File: src/rtl/gf967_seq_mul.sv
`default_nettype none
// ============================================================================
// Module      : gf967_seq_mul
// Description : Iterative shift-add multiplier for GF(967) coefficients,
//               residue (< Q) times a B_W-bit scalar, exact P_W-bit product.
// Revision    : 1.0 - initial release
// ============================================================================
module gf967_seq_mul #(
    parameter int Q   = 967,
    parameter int A_W = 10,
    parameter int B_W = 9,
    parameter int P_W = 19
) (
    input  logic           clk,
    input  logic           rst_n,
    input  logic           in_valid,
    output logic           in_ready,
    input  logic [A_W-1:0] in_a,
    input  logic [B_W-1:0] in_b,
    output logic           out_valid,
    input  logic           out_ready,
    output logic [P_W-1:0] out_prod,
    output logic           out_err
);

    localparam int CNT_W = (B_W > 1) ? $clog2(B_W) : 1;
    localparam logic [A_W-1:0]   C_Q        = A_W'(Q);
    localparam logic [CNT_W-1:0] C_CNT_LAST = CNT_W'(B_W - 1);
    localparam logic [CNT_W-1:0] C_CNT_ONE  = CNT_W'(1);

    typedef enum logic [1:0] {
        S_IDLE = 2'd0,
        S_MUL  = 2'd1,
        S_HOLD = 2'd2
    } state_t;

    state_t           r_state;
    logic [P_W-1:0]   r_acc;
    logic [A_W-1:0]   r_a;
    logic [B_W-1:0]   r_b;
    logic [CNT_W-1:0] r_cnt;
    logic             r_err;
    logic             r_in_ready;
    logic             r_out_valid;
    logic [P_W-1:0]   r_out_prod;
    logic             r_out_err;
    logic [P_W-1:0]   w_partial;

    assign w_partial = P_W'(r_a) << r_cnt;

    always_ff @(posedge clk or negedge rst_n) begin
        if (!rst_n) begin
            r_state     <= S_IDLE;
            r_acc       <= '0;
            r_a         <= '0;
            r_b         <= '0;
            r_cnt       <= '0;
            r_err       <= 1'b0;
            r_in_ready  <= 1'b0;
            r_out_valid <= 1'b0;
            r_out_prod  <= '0;
            r_out_err   <= 1'b0;
        end else begin
            case (r_state)
                S_IDLE: begin
                    r_in_ready <= 1'b1;
                    if (in_valid && r_in_ready) begin
                        r_a        <= in_a;
                        r_b        <= in_b;
                        r_acc      <= '0;
                        r_cnt      <= '0;
                        r_err      <= (in_a >= C_Q);
                        r_in_ready <= 1'b0;
                        r_state    <= S_MUL;
                    end
                end
                S_MUL: begin
                    // Fixed B_W iterations so latency never depends on the operand value.
                    if (r_b[0]) begin
                        r_acc <= r_acc + w_partial;
                    end
                    r_b   <= r_b >> 1;
                    r_cnt <= r_cnt + C_CNT_ONE;
                    if (r_cnt == C_CNT_LAST) begin
                        r_state <= S_HOLD;
                    end
                end
                S_HOLD: begin
                    // First HOLD cycle loads the output flops from the settled accumulator.
                    if (!r_out_valid) begin
                        r_out_valid <= 1'b1;
                        r_out_prod  <= r_err ? '0 : r_acc;
                        r_out_err   <= r_err;
                    end else if (out_ready) begin
                        r_out_valid <= 1'b0;
                        r_in_ready  <= 1'b1;
                        r_state     <= S_IDLE;
                    end
                end
                default: begin
                    r_state     <= S_IDLE;
                    r_out_valid <= 1'b0;
                    r_in_ready  <= 1'b0;
                end
            endcase
        end
    end

    assign in_ready  = r_in_ready;
    assign out_valid = r_out_valid;
    assign out_prod  = r_out_prod;
    assign out_err   = r_out_err;

endmodule
`default_nettype wire

File: config.mk
export PLATFORM = sky130hd
export DESIGN_NAME = gf967_seq_mul
export DESIGN_NICKNAME = d
export VERILOG_FILES = /design/src/rtl/gf967_seq_mul.sv
export SDC_FILE = /design/constraint.sdc
export NUM_CORES = 1
export LEC_CHECK = 0
export ABC_CLOCK_PERIOD_IN_PS = 6850
export CORE_ASPECT_RATIO = 0.5
export CORE_MARGIN = 1
export CORE_UTILIZATION = 40
export DETAILED_ROUTE_END_ITERATION = 8
export PLACE_DENSITY = 0.69
export SLEW_MARGIN = 20
export SYNTH_ARGS = -nofsm -noshare
export SYNTH_HDL_FRONTEND = slang
export SYNTH_SLANG_ARGS = --single-unit
export TNS_END_PERCENT = 5
File: constraint.sdc
create_clock -name clk -period 6.85 [get_ports clk]
set_input_delay 1.37 -clock clk [delete_from_list [all_inputs] [get_ports clk]]
set_output_delay 1.37 -clock clk [all_outputs]
set_load 0.005 [all_outputs]
* Word level (Yosys, flattened, before mapping)
Cells that the tools add are included.
** Storage, ports and cells
- Register bits :: 67
- Input bits :: 23
- Output and inout port bits :: 22
- Word-level logic and storage cells :: 54
** Cells by class
- Magnitude comparators :: 1
- Equality and inequality tests :: 8
- $add $sub $neg :: 2
- Shift-type cells :: 1
- Multiplexer cells :: 20
- Reduce and logical (&&, ||, !) cells :: 10
- Bitwise gates (word level) :: 2
** Operators with widths (count)
- $mux 19 :: 3
- $pmux 19 s2 :: 1
- $add 19x19->19 :: 1
- $shl 10x4->19 :: 1
- $pmux 9 s2 :: 1
- $ge 10x10->1 const B :: 1
- $ne 2x2->1 const B :: 5
- $mux 9 :: 1
- $mux 2 :: 4
- $pmux 4 s2 :: 1
- $pmux 2 s3 :: 1
- $reduce_and 2->1 :: 3
- $reduce_and 3->1 :: 2
- $mux 1 :: 5
- $add 4x1->4 const B :: 1
- $eq 4x4->1 const B :: 1
- $mux 4 :: 1
- $reduce_and 4->1 :: 1
- $pmux 1 s3 :: 1
- $eq 2x1->1 const B :: 1
- $eq 2x2->1 const B :: 1
- $logic_not 2->1 :: 1
- $not 1->1 :: 2
- $pmux 1 s2 :: 1
- other kinds (3) :: 3

* Longest topological paths before layout
Gate-level depths: netlist of run 1.
- Depth after elaboration :: 4
- Depth in mapped cells :: 16
- Depth with buffers taken out :: 13

* Worst setup path before layout of run 1
Ideal clock, no wire load.
- Path type :: reg2reg
- From :: register r_cnt[0]
- To :: register r_acc[18]
- Path buffers :: 2
- Clock period less this slack :: 3239 ps
- Path slack :: 3611 ps
- Arrival :: 3159 ps
- Stages on the path, launching flop included :: 15
- Library setup time :: 79 ps
- Data required time :: 6771 ps
- Path through :: dfrtp_1 -> buf_2 -> buf_2 -> mux2i_1 -> or2_2 -> nor2_1 -> a21oi_1 -> nor2_1 -> ha_1 -> and3_4 -> a221oi_4 -> o211ai_4 -> a2111oi_4 -> mux2i_1 -> mux2i_1
** On the way
- Word-level cells in the longest chain between the ends :: 4
** RTL lines
- from (decl) :: RTL line 41 : logic [CNT_W-1:0] r_cnt;
- from (signal assigned) :: RTL line 83 : r_cnt <= r_cnt + C_CNT_ONE;
- $shl 10x4->19 :: RTL line 49 : assign w_partial = P_W'(r_a) << r_cnt;
- $add 19x19->19 :: RTL line 80 : r_acc <= r_acc + w_partial;
- $mux 19 :: RTL line 79 : if (r_b[0]) begin
- $pmux 19 s2 :: RTL line 64 : case (r_state)
- to (signal assigned) :: RTL line 80
- to (decl) :: RTL line 38 : logic [P_W-1:0] r_acc;
Every way passes these cells. The select of a mux whose other input is x is not followed.
A chain may end at the register's enable or synchronous reset.

* Worst setup path after layout of run 1
Ends and elaborated chain as after synthesis.

==> results of run 1 <==
stage by stage:
stage	setup WS [ns]	cells	hold WS, ns	area, µm²
2_1_floorplan	3.61	491	0.446	4170
3_3_place_gp	3.22	643	0.459	4680
3_5_place_dp	3.12	643	0.466	4680
4_1_cts	3.12	659	0.480	4970
5_1_grt	2.79	659	0.511	4970
6_report	3.11	659	0.475	4970
registers in the layout, summed over array words and instances, names as in the netlist:
signal / flops
r_err: 1
out_err: 1
r_state: 2
out_valid: 1
out_prod: 19
r_b: 9
in_ready: 1
r_cnt: 4
r_acc: 19
r_a: 10
synth_stat cells, drive strengths merged (4+ instances only):
library cell,instances
nand2,118
dfrtp,67
o21ai,48
clkbuf,27
a21oi,25
nand2b,23
ha,20
nor2,19
mux2i,17
inv,13
nand3,11
nand4,10
a22oi,9
and3,9
a21o,7
xor2,7
xnor2,6
nor3,5
and2,4
o211ai,4
or2,4
cell type report:
cell class | count | area [µm²]
clock inverters | 5 | 53.8
flip-flops and latches | 67 | 1680
multi-input cells | 381 | 2330
inverters | 13 | 48.8
well taps | 135 | 169
repair buffers | 47 | 458
fillers | 924 | 4820
clock buffers | 11 | 233
path summary, 6_finish.rpt:
path,startpoint,endpoint,slack [ns],cells after the start
setup / recovery,r_cnt[0]$_DFFE_PN0P_,r_acc[18]$_DFFE_PN0P_,3.11,10
hold / removal,r_b[1]$_DFFE_PN0P_,r_b[1]$_DFFE_PN0P_,0.48,2
setup reg to reg,r_cnt[0]$_DFFE_PN0P_,r_acc[18]$_DFFE_PN0P_,3.11,10
hold reg to reg,r_b[1]$_DFFE_PN0P_,r_b[1]$_DFFE_PN0P_,0.48,2
max in group asynchronous,rst_n,out_prod[13]$_DFFE_PN0P_,5.05,2
min in group asynchronous,rst_n,r_b[3]$_DFFE_PN0P_,1.21,2
cell families after synthesis:
family | synth area share, %
multiplexers | 5.97
flip-flops | 40.2
XOR/XNOR | 2.73
AND/OR/NAND/NOR | 22.8
AO/OA/AOI/OAI | 17.9
buffers and inverters | 3.93
adder cells (fa/ha/maj) | 6.48
critical path, stage by stage, from the launching register on:
cell and delay (ns):
dfrtp_1 0.77, mux4_2 0.60, mux2i_1 0.24, nor2_1 0.08
ha_1 0.37, a21o_1 0.23, a221oi_4 0.40, o211ai_4 0.15
a2111oi_4 0.37, mux2i_1 0.25, mux2i_1 0.20
routing by layer:
layer	vias to the layer above	global-route usage (%)	share of wire, %
li1	1766	-	-
met1	1582	27.8	51
met2	105	27.6	40
met3	12	6.20	7.0
met4	0	8.56	1.5
met5	-	0	0
layout by cell type (no fill, tap or decap), drive strengths merged, types with 9 or more instances in the layout:
master         instances
and3                   9
clkbuf                11
nand4                 10
inv                   13
a22oi                  9
nand2b                23
dfrtp                 67
ha                    20
o21ai                 48
nand2                118
mux2i                 17
nand3                 11
a21oi                 25
clkdlybuf4s50         43
nor2                  19
power by group:
group / total, µW / internal (µW) / switching [µW]
logic: 1350 / 567 / 778
clock network: 446 / 280 / 166
registers: 723 / 550 / 172
total: 2510 / 1400 / 1120
==> impl_results.md, run 1 <==
- Status: complete, no violations
- Postcts setup bufs: 0
- Arr. time, crit path: 4.00 ns
- Hold Crit Class: flop to flop
- Mapped Cells: 491
- Fraction of layout cells with a size suffix above 1: 6.30%
- Distinct cells, synth: 50
- Netlist Area Pre-Place: 4170 µm²
- Post-cts resize count: 0
- Area of the die: 10900 µm²
- Clock net sink count: 67
- Slew margin rel.: 42.1%
- Nets@finish: 563
- DR iter-0 viols: 326
- Vias: 3465
- Core Footprint: 9790 µm²
- Port Buf Inserts: 44
- Final Power: 2510 µW
- Lkg Pwr: 0.00231 µW
- DRC: 0
- Routability Congestion: 0.881
- Routed Antenna Nets: 0
- Synth area leader: dfrtp_1
- Ys Warns: 0
- Final worst path period share: 54.6%
- Syn Area/Cell: 8.50 µm²
- F_max: 267 MHz
- Synth top area share: 40.2%
- First-pass detailed-route iteration total: 6
- Crit end category: flop
- Top cells by area, synth: dfrtp_1, nand2_1, ha_1
- CTS tree: done
- CTS Hold Buffers Added: 0
- All-Layer GR Usage: 19.6%
- Ys async rst share: 100%
- Rows: 25
- Cts bufs inserted: 9
- Post-Route Utilization: 50.8%
- RSZ-0062 raised after global routing: false
- Top Ports: 45
- Root Buffer: clkbuf_16
- Clk_lat worst skew: 0.34 ns
- Largest net degree at the start of global routing: 68
- Worst Skew: 0.00633 ns
- Dpl hpwl: 6890 µm
- Tmin final: 3.74 ns
- Overall die height: 74.2 µm
- Power per Cell Area: 505 nW/µm²
- Prevailing post-synth register cell: dfrtp_1
- WL final: 9530 µm
- Register area share after synthesis: 40.2%
- Initial core utilization: 42.6%
- Syn Nets: 535
- Reg clk slew, reported paths: 0.05 ns
- Setup TNS: 0 ns
- Final Slew Violations: 0
- FF+latch count, synth: 67
- Global-route wire length before repair: 16300 µm
- Final setup viols: 0
- H-tree levels: 3
- Clk buf depth: 2
- Global route overflow: 0
- Actual slew at the worst max-slew pin: 0.866 ns
- Critical path peak fanout: 17
- Post-synth EDFFs: 0
- Max IR drop VDD: 0.176 mV
- Final hold violation count: 0
- N_diodes: 0
- Vias in the first global route: 3265
- Drt wl/cell: 14.5 µm
- Vias per inst: 5.26
- Critical path class: flop to flop
- Max cap viols: 0
- Area Growth Syn to Fin: 19.2%
- Setup crit start kind: flop
- Initial antenna violation count: 0
- Worst Path Required: 7.11 ns
- Die width: 146 µm
Note: power is estimated with default switching activity, not from simulation.
==> inputs of run 2 (changes only) <==
ABC_CLOCK_PERIOD_IN_PS = 3950   (was 6850)
clock period = 3.95 ns   (was 6.85 ns; I/O delays follow)
==> run 2 against run 1 <==
  * First-iteration DRC count decreased by 23%
  * Register-to-register slack got worse by 2.7 ns
  * Die area unchanged
  * Sequential cell count unchanged
  * Clock power increased by 78%
  * Non-clock buffer count increased by 5
  * Total power increased by 74%
  * Utilization increased by 0.52 points
  * Sequential share of layout area decreased by 0.34 points
  * Final cell count increased by 0.76%
  * Cell area increased by 1.0%
  * Critical path type unchanged
  * Largest power group unchanged
==> impl_results.md, run 2 (synthesized netlist as in run 1, its figures left out) <==
- Initial core utilization: 42.6%
- Routability Congestion: 0.887
- F_max: 286 MHz
- Max IR drop VDD: 0.306 mV
- Setup TNS: 0 ns
- Postcts setup bufs: 0
- Global-route wire length before repair: 16500 µm
- Critical path peak fanout: 10
- CTS tree: done
- Max cap viols: 0
- First-pass detailed-route iteration total: 4
- Core Footprint: 9790 µm²
- Buffers & Inverters on Critical Path: 1
- Port Buf Inserts: 44
- Clock net sink count: 67
- Slew margin rel.: 42.2%
- Initial antenna violation count: 0
- Final Power: 4390 µW
- Die width: 146 µm
- Dpl cells: 648
- Crit path max-delay cell type: dfrtp_1
- Lkg Pwr: 0.00233 µW
- Most common cell after layout, fill and taps aside: nand2_1
- Hold Crit Class: flop to flop
- Rows: 25
- Final setup viols: 0
- # fillers: 913
- Crit end category: flop
- Slowest stage delay, CP: 0.49 ns
- Final hold violation count: 0
- Power per Cell Area: 873 nW/µm²
- Setup crit start kind: flop
- Status: complete, no violations
- Placed Instance Area: 4720 µm²
- Reg clk slew, reported paths: 0.06 ns
- Clk_lat worst skew: 0.33 ns
- Area Growth Syn to Fin: 20.4%
- Depth of the worst register-to-register path: 12
- DRC: 0
- Dpl hpwl: 7330 µm
- Arr. time, crit path: 3.75 ns
- Top Family by Delay on Critical Path: compound AO/OA/AOI/OAI gates
- All-Layer GR Usage: 19.6%
- CTS Hold Buffers Added: 0
- Cts bufs inserted: 9
- Root Buffer: clkbuf_16
- Top Ports: 45
- Drt wl/cell: 14.4 µm
- Vias in the first global route: 3316
- Final Slew Violations: 0
- Post-cts resize count: 0
- Worst Path Required: 4.20 ns
- Tmin final: 3.50 ns
- Routed Antenna Nets: 0
- H-tree levels: 3
- N_diodes: 0
- DR iter-0 viols: 250
- Largest net degree at the start of global routing: 40
- WL final: 9540 µm
- Post-Route Utilization: 51.3%
- Crit path cell chain: buf_4 > mux2_2 > o21ai_0 > nor2_1 > a21oi_1 > o22ai_1 > ha_1 > a21oi_1 > o211ai_4 > a2111oi_4 > mux2i_1 > mux2i_1
- Final Non-Filler Cells: 664
- Vias: 3472
- Worst Skew: 0.00887 ns
- CP Depth: 12
- Overall die height: 74.2 µm
- Clk buf depth: 2
- Hold path cells: 2
- Area of the die: 10900 µm²
- Final instance area: 5020 µm²
- Vias per inst: 5.23
- Actual slew at the worst max-slew pin: 0.864 ns
- Critical path class: flop to flop
- Global route overflow: 0
- Nets@finish: 568
- Fraction of layout cells with a size suffix above 1: 7.37%
- Most frequent cells in the layout: nand2_1, dfrtp_1, o21ai_0, clkdlybuf4s50_1, a21oi_1
- Final worst path period share: 88.6%
- RSZ-0062 raised after global routing: false
-- run 2: tightest hold or removal path: stages, from the launching register on --
cell,delay (ns)
dfrtp_1,0.34
nand2_1,0.05
nand2_1,0.05
-- run 2: final cells by class --
cell class                 count  area, µm²  area share, %
multi-input combinational    381       2330           46.4
sequential                    67       1680           33.4
timing repair buffer          52        495           9.86
clock buffer                   9        225           4.48
tap                          135        169           3.36
clock inverter                 7       77.6           1.54
inverter                      13       48.8          0.971
-- run 2: where the power goes --
group          total, µW  internal [µW]  switching, µW
Clock                795            491            304
Combinational       2380            999           1380
Sequential          1210            949            263
-- run 2: through the flow --
stage	worst slack, ns	hold WS (ns)
finish	0.451	0.474
floorplan	0.711	0.446
global placement	0.592	0.461
CTS	0.469	0.481
detailed placement	0.492	0.467
global route	0.173	0.502
-- run 2: per-layer routing --
metal  global-route usage (%)  vias up  part of all wire [%]
met5                        0        -                     0
met4                     6.71        0                   1.5
met3                     4.85       11                   4.8
met2                     27.9       88                    39
met1                     29.0     1597                    55
li1                         -     1776                     -
-- run 2: worst paths after layout --
kind	from	endpoint	slack, ns
worst max-delay path	r_cnt[0]$_DFFE_PN0P_	r_acc[18]$_DFFE_PN0P_	0.45
worst min-delay path	r_b[1]$_DFFE_PN0P_	r_b[1]$_DFFE_PN0P_	0.47
worst max register to register	r_cnt[0]$_DFFE_PN0P_	r_acc[18]$_DFFE_PN0P_	0.45
worst min register to register	r_b[1]$_DFFE_PN0P_	r_b[1]$_DFFE_PN0P_	0.47
max in group asynchronous	rst_n	out_prod[8]$_DFFE_PN0P_	2.36
min in group asynchronous	rst_n	r_b[3]$_DFFE_PN0P_	0.54
==> inputs of run 3 (changes only) <==
SETUP_SLACK_MARGIN = 0.2   (was default)
==> run 3 against run 2 <==
  * Sequential share of layout area hardly changed
  * Combinational power hardly changed
  * Wire length hardly changed
  * Clock skew hardly changed
  * Largest cell class unchanged
==> impl_results.md, run 3 (synthesized netlist as in run 1, its figures left out) <==
- Dpl hpwl: 7330 µm
- Most frequent cells in the layout: nand2_1, dfrtp_1, o21ai_0, clkdlybuf4s50_1, a21oi_1
- Peak-usage layer in the global routing report: met1
- Area of the die: 10900 µm²
- Drt wl/cell: 14.4 µm
- Crit end category: flop
- Die width: 146 µm
- Worst Skew: 0.00869 ns
- Nets@finish: 568
- Clock net sink count: 67
- Setup crit start kind: flop
- N_diodes: 0
- CTS tree: done
- Worst Path Required: 4.20 ns
- Status: complete, no violations
- Initial core utilization: 42.6%
- Fraction of layout cells with a size suffix above 1: 7.56%
- Final worst path period share: 87.1%
- Core Footprint: 9790 µm²
- Routed Antenna Nets: 0
- Top cell by count, worst path: mux2i_1
- Root Buffer: clkbuf_16
- M3 GR Usage: 4.85%
- DR iter-0 viols: 241
- Routability Congestion: 0.887
- Top Ports: 45
- H-tree levels: 3
- Most common cell after layout, fill and taps aside: nand2_1
- Reg clk slew, reported paths: 0.06 ns
- Crit path max-delay cell type: dfrtp_1
- Power per Cell Area: 874 nW/µm²
- Vias per inst: 5.26
- Rows: 25
- Hold Crit Class: flop to flop
- Final setup viols: 0
- Clk_lat worst skew: 0.34 ns
- Lkg Pwr: 0.00233 µW
- Tmin final: 3.44 ns
- # fillers: 911
- Slew margin rel.: 42.3%
- Crit path cell chain: buf_4 > mux2i_1 > or2_2 > nor2_1 > a21oi_1 > nor2_1 > ha_1 > and3_4 > a221oi_4 > o211ai_4 > a2111oi_4 > mux2i_1 > mux2i_1
- First-pass detailed-route iteration total: 5
- Worst R2R Start: r_cnt[0]$_DFFE_PN0P_
- Area Growth Syn to Fin: 20.5%
- Slowest stage delay, CP: 0.49 ns
- Crit path from: r_cnt[0]$_DFFE_PN0P_
- Cts bufs inserted: 9
- Depth of the worst register-to-register path: 13
- CTS Hold Buffers Added: 0
- Met1 global-route usage: 29.0%
- Actual slew at the worst max-slew pin: 0.864 ns
- Final hold violation count: 0
- Dpl cells: 648
- RSZ-0062 raised after global routing: true
- Max cap viols: 0
- Global-route wire length before repair: 16500 µm
- Post-Route Utilization: 51.4%
- Clk buf depth: 2
- Critical path class: flop to flop
- Met2 Resource Use GR: 27.9%
- Global route overflow: 0
- Final Non-Filler Cells: 664
- Overall die height: 74.2 µm
- DRC: 0
- Vias in the first global route: 3316
- CP Capture Point: r_acc[18]$_DFFE_PN0P_
- Reg2reg setup slack: 0.51 ns
- Post-cts resize count: 0
- Final Slew Violations: 0
- Reg2reg end: r_acc[18]$_DFFE_PN0P_
- Largest net degree at the start of global routing: 40
- Max IR drop VDD: 0.312 mV
- Arr. time, crit path: 3.69 ns
- Vias: 3495
- Setup TNS: 0 ns
- F_max: 291 MHz
- Port Buf Inserts: 44
- Critical path peak fanout: 10
- Postcts setup bufs: 0
- Initial antenna violation count: 0
- All-Layer GR Usage: 19.6%
- WL final: 9550 µm
-- run 3: cell count changes in the layout (fill, tap and decap cells not counted) --
| cell | before | now |
|---|---|---|
| a21oi_1 | 25 | 24 |
| a21oi_2 | 0 | 1 |
-- run 3: critical path: cells and delay by family (launching register included) --
| kind | cells | cell delay [ns] |
|---|---|---|
| AO/OA/AOI/OAI | 4 | 1.05 |
| multiplexers | 3 | 0.69 |
| AND/OR/NAND/NOR | 4 | 0.50 |
| flip-flops | 1 | 0.49 |
| adder cells (fa/ha/maj) | 1 | 0.38 |
| buffers and inverters | 1 | 0.25 |
-- run 3: per-layer routing --
layer,vias to the layer above,part of all wire (%)
li1,1777,-
met1,1618,55
met2,87,39
met3,13,4.9
met4,0,1.5
met5,-,0
-- run 3: how the worst min path moves through the flow --
| stage | cells after the start | start | endpoint |
|---|---|---|---|
| floorplan | 2 | r_b[1]$_DFFE_PN0P_ | r_b[1]$_DFFE_PN0P_ |
| global placement | 2 | r_b[1]$_DFFE_PN0P_ | r_b[1]$_DFFE_PN0P_ |
| detailed placement | 2 | r_b[3]$_DFFE_PN0P_ | r_b[3]$_DFFE_PN0P_ |
| CTS | 2 | out_prod[15]$_DFFE_PN0P_ | out_prod[15]$_DFFE_PN0P_ |
| global route | 2 | r_b[4]$_DFFE_PN0P_ | r_b[4]$_DFFE_PN0P_ |
| finish | 2 | r_b[1]$_DFFE_PN0P_ | r_b[1]$_DFFE_PN0P_ |
-- run 3: metrics by stage --
step | setup WS, ns | cell area, µm² | total power, µW | hold slack, ns
floorplan | 0.711 | 4170 | 2940 | 0.446
global placement | 0.592 | 4720 | 3580 | 0.461
global route | 0.180 | 5030 | 4820 | 0.502
CTS | 0.469 | 5020 | 4400 | 0.481
finish | 0.511 | 5030 | 4400 | 0.474
detailed placement | 0.492 | 4720 | 3600 | 0.467
-- run 3: layout make-up --
cell class              count  area, µm²  share of cell area [%]
multi-input cells         381       2340                    46.5
inverters                  13       48.8                   0.970
clock buffers               9        225                    4.48
flip-flops and latches     67       1680                    33.3
clock inverters             7       77.6                    1.54
well taps                 135        169                    3.36
repair buffers             52        495                    9.85
-- run 3: report_power, final --
part | total [µW] | switching (µW) | internal [µW] | leakage, µW
combinational | 2390 | 1390 | 1000 | 0.00132
sequential | 1210 | 263 | 949 | 0.000874
clock | 796 | 305 | 491 | 0.000134
